===== src/rtl/issue_pair_sched.sv =====
// issue_pair_sched
// Dual-issue pairing scheduler for a two-wide in-order ID stage. Decides,
// each cycle, whether the two ID slots issue together, are split over two
// cycles, are held for a load-use hazard, or are flushed after a redirect.
//
// Ports
//   clk                     single clock, rising edge
//   rst                     asynchronous, active-low reset
//   valid1/valid2           ID slot holds a real instruction
//   rs1/rt1/rs2/rt2         ID source register numbers
//   destReg1                slot-1 destination register
//   RegWriteEn1             slot-1 writes destReg1
//   useRt1/useRt2           slot reads its rt operand
//   mem1/mem2               slot is a load or store
//   DestReg1_EX/DestReg2_EX EX-stage destinations
//   MemReadEn1_EX/2_EX      EX-stage instruction is a load
//   correct_en/jr_redirect  redirect requests (mispredict / jr)
//   issue1/issue2           slot issues this cycle
//   hold                    keep IF/ID contents (stall the front end)
//   flush_IFID/flush_IDEX   bubble the respective pipeline register
//   split_active            scheduler is in SPLIT
//   stall_cnt/split_cnt     saturating performance counters
//
// state   | meaning
// --------+---------------------------------------------------------------
// PAIR    | normal operation, both slots considered for issue together
// SPLIT   | slot 1 already issued, slot 2 waits for its own cycle
// RECOVER | post-redirect bubbles, counted down by rcnt
module issue_pair_sched #(
    parameter int RECOVER_CYCLES = 1,
    parameter int CNT_W          = 16
) (
    input  logic             clk,
    input  logic             rst,
    input  logic             valid1,
    input  logic             valid2,
    input  logic [4:0]       rs1,
    input  logic [4:0]       rt1,
    input  logic [4:0]       rs2,
    input  logic [4:0]       rt2,
    input  logic [4:0]       destReg1,
    input  logic             RegWriteEn1,
    input  logic             useRt1,
    input  logic             useRt2,
    input  logic             mem1,
    input  logic             mem2,
    input  logic [4:0]       DestReg1_EX,
    input  logic [4:0]       DestReg2_EX,
    input  logic             MemReadEn1_EX,
    input  logic             MemReadEn2_EX,
    input  logic             correct_en,
    input  logic             jr_redirect,
    output logic             issue1,
    output logic             issue2,
    output logic             hold,
    output logic             flush_IFID,
    output logic             flush_IDEX,
    output logic             split_active,
    output logic [CNT_W-1:0] stall_cnt,
    output logic [CNT_W-1:0] split_cnt
);

    typedef enum logic [1:0] {
        PAIR    = 2'd0,
        SPLIT   = 2'd1,
        RECOVER = 2'd2
    } state_t;

    localparam logic [3:0] RCNT_LOAD = 4'(RECOVER_CYCLES);

    state_t     state, state_nxt;
    logic [3:0] rcnt, rcnt_nxt;
    logic       split_inc;
    logic       lu1, lu2, conflict, redirect;

    // True when an EX-stage load writes a register this ID slot reads.
    // Register 0 is hardwired and never forms a dependency.
    function automatic logic ex_load_hit(
        input logic       mre,
        input logic [4:0] dex,
        input logic [4:0] rs,
        input logic [4:0] rt,
        input logic       use_rt
    );
        return mre && (dex != 5'd0) && ((rs == dex) || (use_rt && (rt == dex)));
    endfunction

    assign lu1 = valid1 &&
                 (ex_load_hit(MemReadEn1_EX, DestReg1_EX, rs1, rt1, useRt1) ||
                  ex_load_hit(MemReadEn2_EX, DestReg2_EX, rs1, rt1, useRt1));
    assign lu2 = valid2 &&
                 (ex_load_hit(MemReadEn1_EX, DestReg1_EX, rs2, rt2, useRt2) ||
                  ex_load_hit(MemReadEn2_EX, DestReg2_EX, rs2, rt2, useRt2));

    // Intra-pair RAW on slot-1's destination, or two memory ops competing
    // for the single memory port.
    assign conflict = valid1 && valid2 &&
                      ((RegWriteEn1 && (destReg1 != 5'd0) &&
                        ((rs2 == destReg1) || (useRt2 && (rt2 == destReg1)))) ||
                       (mem1 && mem2));

    assign redirect     = correct_en || jr_redirect;
    assign split_active = (state == SPLIT);

    always_comb begin
        issue1     = 1'b0;
        issue2     = 1'b0;
        hold       = 1'b0;
        flush_IFID = 1'b0;
        flush_IDEX = 1'b0;
        split_inc  = 1'b0;
        state_nxt  = state;
        rcnt_nxt   = rcnt;
        // Outputs are combinational, so they are gated while reset is held
        // to keep the pipeline quiet regardless of what ID presents.
        if (rst) begin
            if (redirect) begin
                flush_IFID = 1'b1;
                flush_IDEX = 1'b1;
                state_nxt  = RECOVER;
                rcnt_nxt   = RCNT_LOAD;
            end else begin
                case (state)
                    PAIR: begin
                        if (lu1 || lu2) begin
                            hold       = 1'b1;
                            flush_IDEX = 1'b1;
                        end else if (conflict) begin
                            issue1    = 1'b1;
                            hold      = 1'b1;
                            split_inc = 1'b1;
                            state_nxt = SPLIT;
                        end else begin
                            issue1 = valid1;
                            issue2 = valid2;
                        end
                    end
                    SPLIT: begin
                        if (lu2) begin
                            hold       = 1'b1;
                            flush_IDEX = 1'b1;
                        end else begin
                            issue2    = valid2;
                            state_nxt = PAIR;
                        end
                    end
                    RECOVER: begin
                        flush_IDEX = 1'b1;
                        rcnt_nxt   = (rcnt != 4'd0) ? rcnt - 4'd1 : 4'd0;
                        // <= 1 also recovers cleanly if rcnt is ever 0
                        if (rcnt <= 4'd1) begin
                            state_nxt = PAIR;
                        end
                    end
                    default: begin
                        state_nxt = PAIR;
                        rcnt_nxt  = 4'd0;
                    end
                endcase
            end
        end
    end

    always_ff @(posedge clk or negedge rst) begin
        if (!rst) begin
            state     <= PAIR;
            rcnt      <= 4'd0;
            stall_cnt <= '0;
            split_cnt <= '0;
        end else begin
            state <= state_nxt;
            rcnt  <= rcnt_nxt;
            if (hold && (stall_cnt != '1)) begin
                stall_cnt <= stall_cnt + CNT_W'(1);
            end
            if (split_inc && (split_cnt != '1)) begin
                split_cnt <= split_cnt + CNT_W'(1);
            end
        end
    end

endmodule


===== config.mk =====
export PLATFORM = sky130hd
export DESIGN_NAME = issue_pair_sched
export DESIGN_NICKNAME = d
export VERILOG_FILES = /design/src/rtl/issue_pair_sched.sv
export SDC_FILE = /design/constraint.sdc
export NUM_CORES = 1
export LEC_CHECK = 0
export BUFFER_PORTS_ARGS = -buffer_cell sky130_fd_sc_hd__buf_4
export CAP_MARGIN = 15
export CORE_MARGIN = 2
export CORE_UTILIZATION = 55
export CTS_CLUSTER_DIAMETER = 40
export CTS_CLUSTER_SIZE = 10
export DETAILED_ROUTE_END_ITERATION = 6
export GPL_ROUTABILITY_DRIVEN = 1
export PLACE_DENSITY = 0.91
export SYNTH_ARGS = -nofsm -noshare
export SYNTH_HDL_FRONTEND = slang
export SYNTH_SLANG_ARGS = --single-unit
export TNS_END_PERCENT = 5

===== constraint.sdc =====
create_clock -name clk -period 4.15 [get_ports clk]
set_input_delay 0 -clock clk [delete_from_list [all_inputs] [get_ports clk]]
set_output_delay 0 -clock clk [all_outputs]
set_load 0.02 [all_outputs]

# Word-level counts from Yosys, hierarchy flattened
# Cells that the tools add are included.
classes:
  muxes: 36
  n_reduce_logical: 38
  n_div: 0
  bitwise: 0
  n_shift: 0
  eq_ne: 19
  n_addsub: 3
  multipliers: 0
  order_cmp: 1
ops:
  columns: ["op", "n"]
  rows:
  - ["$eq 5x5->1", 10]
  - ["$add 16x1->16 const B", 2]
  - ["$ne 16x16->1 const B", 2]
  - ["$mux 1", 24]
  - ["$logic_and 1x1->1", 20]
  - ["$reduce_bool 5->1", 3]
  - ["$logic_or 1x1->1", 10]
  - ["$mux 2", 5]
  - ["$ne 3x3->1 const B", 3]
  - ["$mux 4", 2]
  - ["$pmux 4 s2", 1]
  - ["$pmux 2 s3", 1]
  - ["$reduce_and 5->1", 1]
  - ["$le 4x1->1 const B", 1]
  - ["$pmux 1 s2", 2]
  - ["$reduce_bool 4->1", 1]
  - ["$sub 4x1->4 const B", 1]
  - ["$ne 3x2->1 const B", 1]
  - ["$pmux 1 s3", 1]
  - ["$eq 2x1->1 const B", 1]
  - ["$eq 2x2->1 const B", 1]
  - ["$logic_not 2->1", 1]
  - ["$ne 2x1->1 const B", 1]
  - ["$reduce_and 2->1", 1]
  - ["$reduce_or 2->1", 1]
word_totals:
  input_bits: 48
  latch_bits: 0
  ff_bits: 38
  elab_cells: 101
  memories: 0
  ram_bits: 0
  rom_bits: 0

# Logic depth before layout (Yosys ltp)
# Gate-level depths: netlist of run 1.
logic_depth:
  word_depth: 12
  ltp_mapped: 10
  depth_no_buf: 8

# Least setup slack after synthesis of run 1
# Ideal clock, no wire load.
synth_path:
  kind: "reg2reg"
  startpoint: "reg stall_cnt[8]"
  endpoint: "reg stall_cnt[14]"
  synth_period_minus_slack_ps: 2251
  stages_incl_launch_ff: 10
  t_arrival_ps: 2121
  n_path_buf: 1
  setup_ps: 130
  path_slack_ps: 1899
  path_cell_list: "dfrtp_1 and3_1 and2_1 and3_1 and3_1 a31o_2 a21oi_2 buf_2 nand4_1 xnor2_1"
synth_via:
  elab_chain_len: 2
  word_cells_on_any_way: 3
  cone_classes: "add/sub: 1; eq/ne: 1; reduce/logical: 1"
synth_rtl:
  columns: ["item", "line", "source"]
  rows:
  - ["start: declaration", "59", "output logic [CNT_W-1:0] stall_cnt,"]
  - ["start signal: assignment", "174", "stall_cnt <= stall_cnt + CNT_W'(1);"]
  - ["parallel branches: the longest is 2 deep, another holds $add 16x1->16", null, null]
# Parallel ways; which one is timed is not known.
# A chain may end at the register's enable or synchronous reset.

# Worst setup path after layout of run 1
layout_path:
  startpoint: "reg stall_cnt[8]"
  endpoint: "reg stall_cnt[1]"
layout_via:
  elab_chain_len: 2
layout_rtl:
  columns: ["item", "line", "source"]
  rows:
  - ["$ne 16x16->1", "173", "if (hold && (stall_cnt != '1)) begin"]
  - ["$logic_and 1x1->1", "173", null]
# No other way between the ends.

==> out/summary.md, run 1 <==
The detail route stage leaves a number of antenna-violating nets equal to 0. Along the worst path, the maximum fanout reaches 15. Commonest register cell after synthesis: dfrtp_1. The leakage component of the power was 1.591 nW; the post-synthesis area per instance was 9.516 µm². In the routed design, unresolved DRC markers number 0. The total of max-cap violations was 0. Synthesized net count: 321. In this run the tightest slew margin relative to its limit is 54.46%. The run gives 271 as the synthesized instance count. Walking the worst path, the cells encountered are and3_1 > and2_1 > and3_1 > and3_1 > a31o_2 > a21oi_2 > mux2_2. Across the VDD grid, the largest voltage drop is 0.1596 mV. The category of the worst setup path launch point is a register. The Yosys step of the flow raised 0 warnings. Setup repair after global routing left no endpoint under its margin. The logs give 0 for the count of pins over their slew limit and 36.88% for the share of the yosys chip area belonging to registers. At the worst endpoint, the arrival time is 2.65 ns. The count of buffers added on input and output ports is 85. For the summed area of non-filler cells in the final layout, the log shows 3374 µm². At the worst endpoint, the required time is 4.34 ns.

In the layout the commonest cells are buf_4, xor2_1, dfrtp_1. STA classifies the critical path endpoint as a register. For the slack of the worst reg-to-reg path, the log shows 1.68 ns. The number of hold-repair buffers added at the cts stage was 1. The run gives 0 as the number of hold-slack violations in the final timing report. The H-tree was split into 2 levels. Detailed placement ended at an HPWL of 4967 µm. From left edge to right edge, the die measures 72.48 µm.

The maximum clock path buffer count was 2; the overall routing resource usage was 25.42%. For this block, the initial DRC count from the detailed router was 153. Setup violations remaining at the end of the flow were counted as 0.

The combinational fraction of design power came out at 18.1%. The final worst-path cycle share came out at 59.44%. The flow ran to the end, and the final reports show no timing, DRC or antenna violations. The floorplan has 24 rows. The number of synthesized register bits is 38, and the global placer's final weighted congestion is 0.9505. Once the floorplan was initialized, standard cells occupied 58.02% of the core. Summed over all layers, the routed wires come to 6408 µm. The fraction of layout cells with a size suffix above 1 is 29.10%. The number of antenna diodes in the final layout is 0. Summed over all layers, the global routing overflow is 0.

The layout has 315 filler cells. For the final database, setup skew stands at 0.007872 ns. The placeable core area is 4444 µm². The area added between synthesis and finish came out at 30.86%. Using the TritonRoute via totals, the vias-per-cell ratio works out to 5.722. The worst register-to-register path ends at stall_cnt[1]. The worst setup path is of the reg -> reg kind. The cell repeated most along the worst path was and3_1. The run gives 86 as the number of primary I/O pins. Total standard cell area after synthesis: 2579 µm². Gates resized during post-CTS repair numbered 0. Entering global routing, the biggest net connects 46 pins. The floorplan step defined a die boundary enclosing 5253 µm². Number of synthesized flops with an enable pin: 0.

The number of antenna violations at the first check in global routing was 0. The launching point of the worst reg2reg path was stall_cnt[8]. The most common cell after layout, fill and taps aside was buf_4. The largest single stage delay on the critical path is 0.49 ns. The post-layout minimum cycle time came out at 2.467 ns. TritonCTS built the clock tree.

The number of global-route vias before repair was 2273. The net switching share of the total power came out at 25.46%. In this run the power density over the cells is 278.5 nW/µm².

Once placement finished, the instance area stood at 3227 µm². For the count of nets after finishing, the log shows 403. For the maximum clock frequency, the log shows 0.4054 GHz. Number of cells traversed by the worst register-to-register path: 7. Power share of the clock group: 39.8%. Adding up every negative setup slack in the final design gives 0 ns.

Among all stages on the critical path, the largest delay is contributed by a21oi_2. In the final routed layout, each cell accounts on average for 15.78 µm. Start point of the critical path: stall_cnt[8].

Buffers added to address setup during post-CTS repair amount to 0. The run gives 4 as the number of detailed-routing iterations run before antenna repair. Summing over every cut layer, the via total after detailed routing is 2323. The actual slew at the worst max-slew pin is 0.6775 ns, and the fraction of registers with async set or reset after synthesis is 100.0%.

The wire length of the first global-routing pass was 10520 µm. Sequential cell fraction of total power: 42.0%. The total clock buffers created by CTS was 5. The end point of the critical path is stall_cnt[1].

The run gives 0.0007006 W as the internal power contribution. The number of sinks on the clock net is 38. The tree is rooted in a clkbuf_8. Clock-pin slew was measured on the worst setup and hold paths at 0.08 ns. Cells fill 75.93% of the core in the end. Clock latency on the worst-skew pair, taken at its later pin, is 0.30 ns. The chip height came out at 72.48 µm.

Summed over all nets, the switching power comes to 0.0002393 W. Yosys mapped the design onto 42 distinct sky130hd cell types. In this run the worst hold path is classified as in -> reg.
[logic make-up (layout without fill, tap and decap cells)]
| group | after synthesis | count (layout) | synth area share (%) |
|---|---|---|---|
| XOR/XNOR | 78 | 78 | 26.49 |
| multiplexers | 4 | 4 | 1.747 |
| flip-flops | 38 | 38 | 36.88 |
| AND/OR/NAND/NOR | 100 | 100 | 21.15 |
| AO/OA/AOI/OAI | 33 | 33 | 9.898 |
| buffers and inverters | 16 | 99 | 2.862 |
| adder cells (fa/ha/maj) | 2 | 2 | 0.9702 |
[state kept, by name, summed over array words and instances, names as in the netlist]
register and cells:
rcnt 4, stall_cnt 16, split_cnt 16, state 2
[synth_stat cells, drive strengths merged (2+ instances only)]
| library cell | instances | area [µm²] |
|---|---|---|
| nor2 | 15 | 56.30 |
| nand2 | 21 | 78.83 |
| and4 | 2 | 17.52 |
| inv | 5 | 18.77 |
| o21a | 3 | 22.52 |
| mux2 | 4 | 45.04 |
| o31ai | 2 | 15.01 |
| and2 | 4 | 25.02 |
| nor3 | 8 | 40.04 |
| nor4 | 7 | 50.05 |
| a32oi | 5 | 43.79 |
| and3 | 8 | 50.05 |
| buf | 7 | 40.03 |
| nand3 | 15 | 75.07 |
| xnor2 | 30 | 262.8 |
| ha | 2 | 25.02 |
| o21ai | 10 | 50.05 |
| or4 | 3 | 22.52 |
| nand4 | 14 | 87.58 |
| clkbuf | 4 | 15.01 |
| o22ai | 2 | 18.77 |
| xor2 | 48 | 420.4 |
| a21oi | 2 | 13.76 |
| dfrtp | 38 | 950.9 |
| nor4b | 2 | 32.53 |
| a21o | 2 | 15.01 |
[stage by stage]
stage	hold WS [ns]	setup slack, ns	power, W	std cells
2_1_floorplan	-0.2956	1.899	0.0004880	271
3_3_place_gp	0.006487	1.813	0.0005647	397
6_report	0.1458	1.683	0.0009399	406
3_5_place_dp	0.009591	1.703	0.0005709	397
4_1_cts	0.1271	1.676	0.0009465	406
5_1_grt	0.1902	1.510	0.0009776	406
[layer usage]
layer	up-vias	part of all wire (%)	routed length, µm	track usage, %
met5	-	0	0	0
met4	0	1.9	119	8.642
met3	13	5.2	336	5.694
met2	78	50	3200	44.04
met1	1114	43	2751	31.24
li1	1118	-	-	-
[final cells by class]
class                           instances  area [µm²]  share of cell area (%)
Clock buffer                            5       68.82                   2.039
Clock inverter                          3       68.82                   2.039
Inverter                                5       18.77                  0.5562
Multi-Input combinational cell        217        1554                   46.05
Sequential cell                        38       950.9                   28.18
Tap cell                               52       65.06                   1.928
Timing Repair Buffer                   86       648.1                   19.21
[how the worst min path moves through the flow]
stage | startpoint | endpoint | cells past startpoint
final | correct_en | rcnt[0] | 4
after global routing | correct_en | rcnt[0] | 4
after CTS | correct_en | rcnt[0] | 4
after detailed placement | rst | split_cnt[4] | 1
after global placement | rst | split_cnt[4] | 1
after floorplan | rst | rcnt[0] | 0
[critical path: cells and delay by family, from the launching register on]
family	cells	cell delay, ns
muxes	1	0.40
AOI/OAI and AO/OA	2	0.72
and+or+nand+nor	4	0.79
DFF	1	0.42
[power by group through the flow]
stage / combinational (W) / clock [W] / sequential (W)
3_3_place_gp: 0.000163 / 0 / 0.000401
3_5_place_dp: 0.000169 / 0 / 0.000402
6_report: 0.000170 / 0.000374 / 0.000395
5_1_grt: 0.000187 / 0.000394 / 0.000397
2_1_floorplan: 0.0000801 / 0 / 0.000408
4_1_cts: 0.000170 / 0.000382 / 0.000395
Power figures use the tool's default switching activity.
==> run 2, diff against run 1 <==
- CORE_UTILIZATION: 55 -> 46
- PLACE_DENSITY: 0.91 -> 0.82
- clock period: 4.15 -> 2.2 ns (I/O delays scaled with it)
==> out/summary.md, run 2 (synthesized netlist as in run 1, its figures left out) <==
The flow ran to the end, and the final reports show no timing, DRC or antenna violations. After layout, the design draws a total of 0.001808 W. The run gives 0 as the number of remaining DRC errors. Dividing the final minimum period by the clock period gives 96.37%. The number of global-route vias before repair is 2445, and the placed wire-length estimate is 5375 µm. The die covers 6220 µm². Wire segments on met2 add up to 3425 µm in the final route. The largest registers in the layout are split_cnt (16), stall_cnt (16), rcnt (4). The number of antenna diodes in the final layout is 0. In this run the power density over the cells is 507.3 nW/µm². TritonCTS built the clock tree. For this design, the sink count on the clock tree is 38. Uppermost signal routing layer after detailed routing: met4. For the worst setup path, the data required time is 2.20 ns. After clock tree synthesis, the clock-pin slew on the worst setup and hold paths is 0.08 ns. The first routing iteration left 117 violations. The core region is 5473 µm². For the worst flop-to-flop path, the logic depth is 9. Of the cells placed in the final design, the portion with a size suffix greater than 1 is 32.98%. Category of the worst setup path launch point: an input port.

The detailed router put a total of 2826 µm of wire on met1. The worst setup path is captured at an output pin. The routed design has 6746 µm of wire.

Entering global routing, the biggest net connects 45 pins. The tools report the maximum clock frequency as 0.4717 GHz. The first detailed-routing pass took 4 iterations. The clock reaches the later pin of the worst-skew pair after 0.29 ns. The count of pins over their slew limit is 0. The run gives 0 as the count of nets left with antenna violations after detail routing. In the routed layout, each cell is associated on average with a via count of 5.400. The number of antenna violations at the first check in global routing was 0. The tools report the highest ir drop seen on vdd as 0.4248 mV.

Clock tree synthesis inserted a total of 5 buffers. The H-tree was split into 2 levels. Clock skew on the completed layout was measured at 0.007208 ns. The wire length of the first global-routing pass was 11250 µm; the final global-route overflow total was 0.

The overall routing resource usage is 22.70%, and the routed length on met3 is 308 µm. The number of buffers inserted by port buffering is 85. For the number of primary I/O pins, the log shows 86. The floorplan has 27 rows. Measured along the x axis, the die boundary spans 78.87 µm.

From synthesis to final layout, the design area changed by 38.19%. The routed layout has 2403 vias. The number of hold-slack violations in the final timing report is 0, and the setup-violating endpoint count in the final report is 0. The smallest clock period supported by the final layout is computed as 2.120 ns.

No sink is reached through more buffers than the 2 on the longest clock path. For this configuration, the core starts out at a cell density of 47.12%. After detailed routing, the average wire length per cell comes to 15.16 µm. The global placer's final weighted congestion is 0.9742, and the count of nets after finishing is 422. The worst pin sits at a relative slew slack of 64.30%. Along the worst path, the maximum fanout reaches 3. Counting the fill cells in the layout gives 471. The critical path in this run is classified as in -> out.

From bottom edge to top edge, the die measures 78.87 µm. In the layout the commonest cells are buf_4, xor2_1, dfrtp_1. CTS placed an instance of clkbuf_8 at the clock tree root.

Setup repair after global routing left no endpoint under its margin. The tools report the leakage component of the power as 1.691 nW. At the pin with the least slew margin, the transition time is 0.5355 ns.

The library cell used most frequently in the layout, excluding fill and tap cells, is buf_4. The post-placement cell area was 3395 µm²; the summed area of non-filler cells in the final layout was 3563 µm². The run gives 0 as the total of max-cap violations.

The worst hold path belongs to the class in -> reg. Along the worst hold path, the cell count comes to 4. Data arrival at the endpoint of the critical path: 2.12 ns.
## run 2: changes by cell type in the layout (fill, tap and decap cells not counted), sizes merged
cell / previous run / this run
buf: 85 / 104
clkbuf: 5 / 6
clkinv: 1 / 0
## run 2: path summary, 6_finish.rpt
kind / to / start / slack [ns]
setup / recovery: issue2 / DestReg1_EX[1] / 0.08
hold / removal: rcnt[0] / correct_en / 0.12
setup reg to reg: stall_cnt[14] / stall_cnt[8] / 0.09
hold reg to reg: stall_cnt[4] / stall_cnt[4] / 0.48
max in group asynchronous: split_cnt[10] / rst / 1.49
min in group asynchronous: split_cnt[9] / rst / 0.35
## run 2: layout make-up
cell class,count,area [µm²],area share [%]
Tap cell,72,90.09,2.528
Timing Repair Buffer,105,794.5,22.30
Sequential cell,38,950.9,26.69
Inverter,5,18.77,0.5267
Clock inverter,2,60.06,1.685
Clock buffer,6,82.58,2.317
Multi-Input combinational cell,217,1567,43.96
## run 2: worst max-delay path, stage by stage
cell     delay, ns
buf_4         0.11
or4_1         0.56
o21a_1        0.21
nand2_1       0.08
o22ai_2       0.10
o21ai_1       0.35
nor4b_1       0.47
buf_4         0.23
## run 2: layer usage
metal,vias to the layer above,GRT usage [%]
met5,-,0
met4,0,8.276
met3,16,4.318
met2,73,39.66
met1,1154,27.96
li1,1160,-
## run 2: report_power, final
| group | total (W) | internal [W] | switching, W |
|---|---|---|---|
| registers | 0.000746 | 0.000716 | 0.0000300 |
| logic | 0.000336 | 0.000162 | 0.000173 |
| clock network | 0.000727 | 0.000484 | 0.000243 |
## run 2: metrics by stage
step / TNS (ns) / hold slack [ns] / cells / setup WS, ns / utilization (%)
2_1_floorplan: -0.009437 / -0.2956 / 271 / -0.009437 / -
4_1_cts: 0 / 0.1090 / 444 / 0.07240 / 64.81
6_report: 0 / 0.1187 / 445 / 0.07994 / 65.11
5_1_grt: 0 / 0.1488 / 445 / 0.01063 / 65.11
3_5_place_dp: -0.1292 / 0.1333 / 435 / -0.05565 / 62.03
3_3_place_gp: -0.02428 / 0.1238 / 435 / -0.02428 / 62.03
## run 2: timing repair
action                                  in CTS  in global routing
hold buffers                                 1                  0
gates resized for setup                      0                  2
endpoints found under the hold margin       38                  0
endpoints found under the setup margin       0                  2
buffers inserted                             0                  1
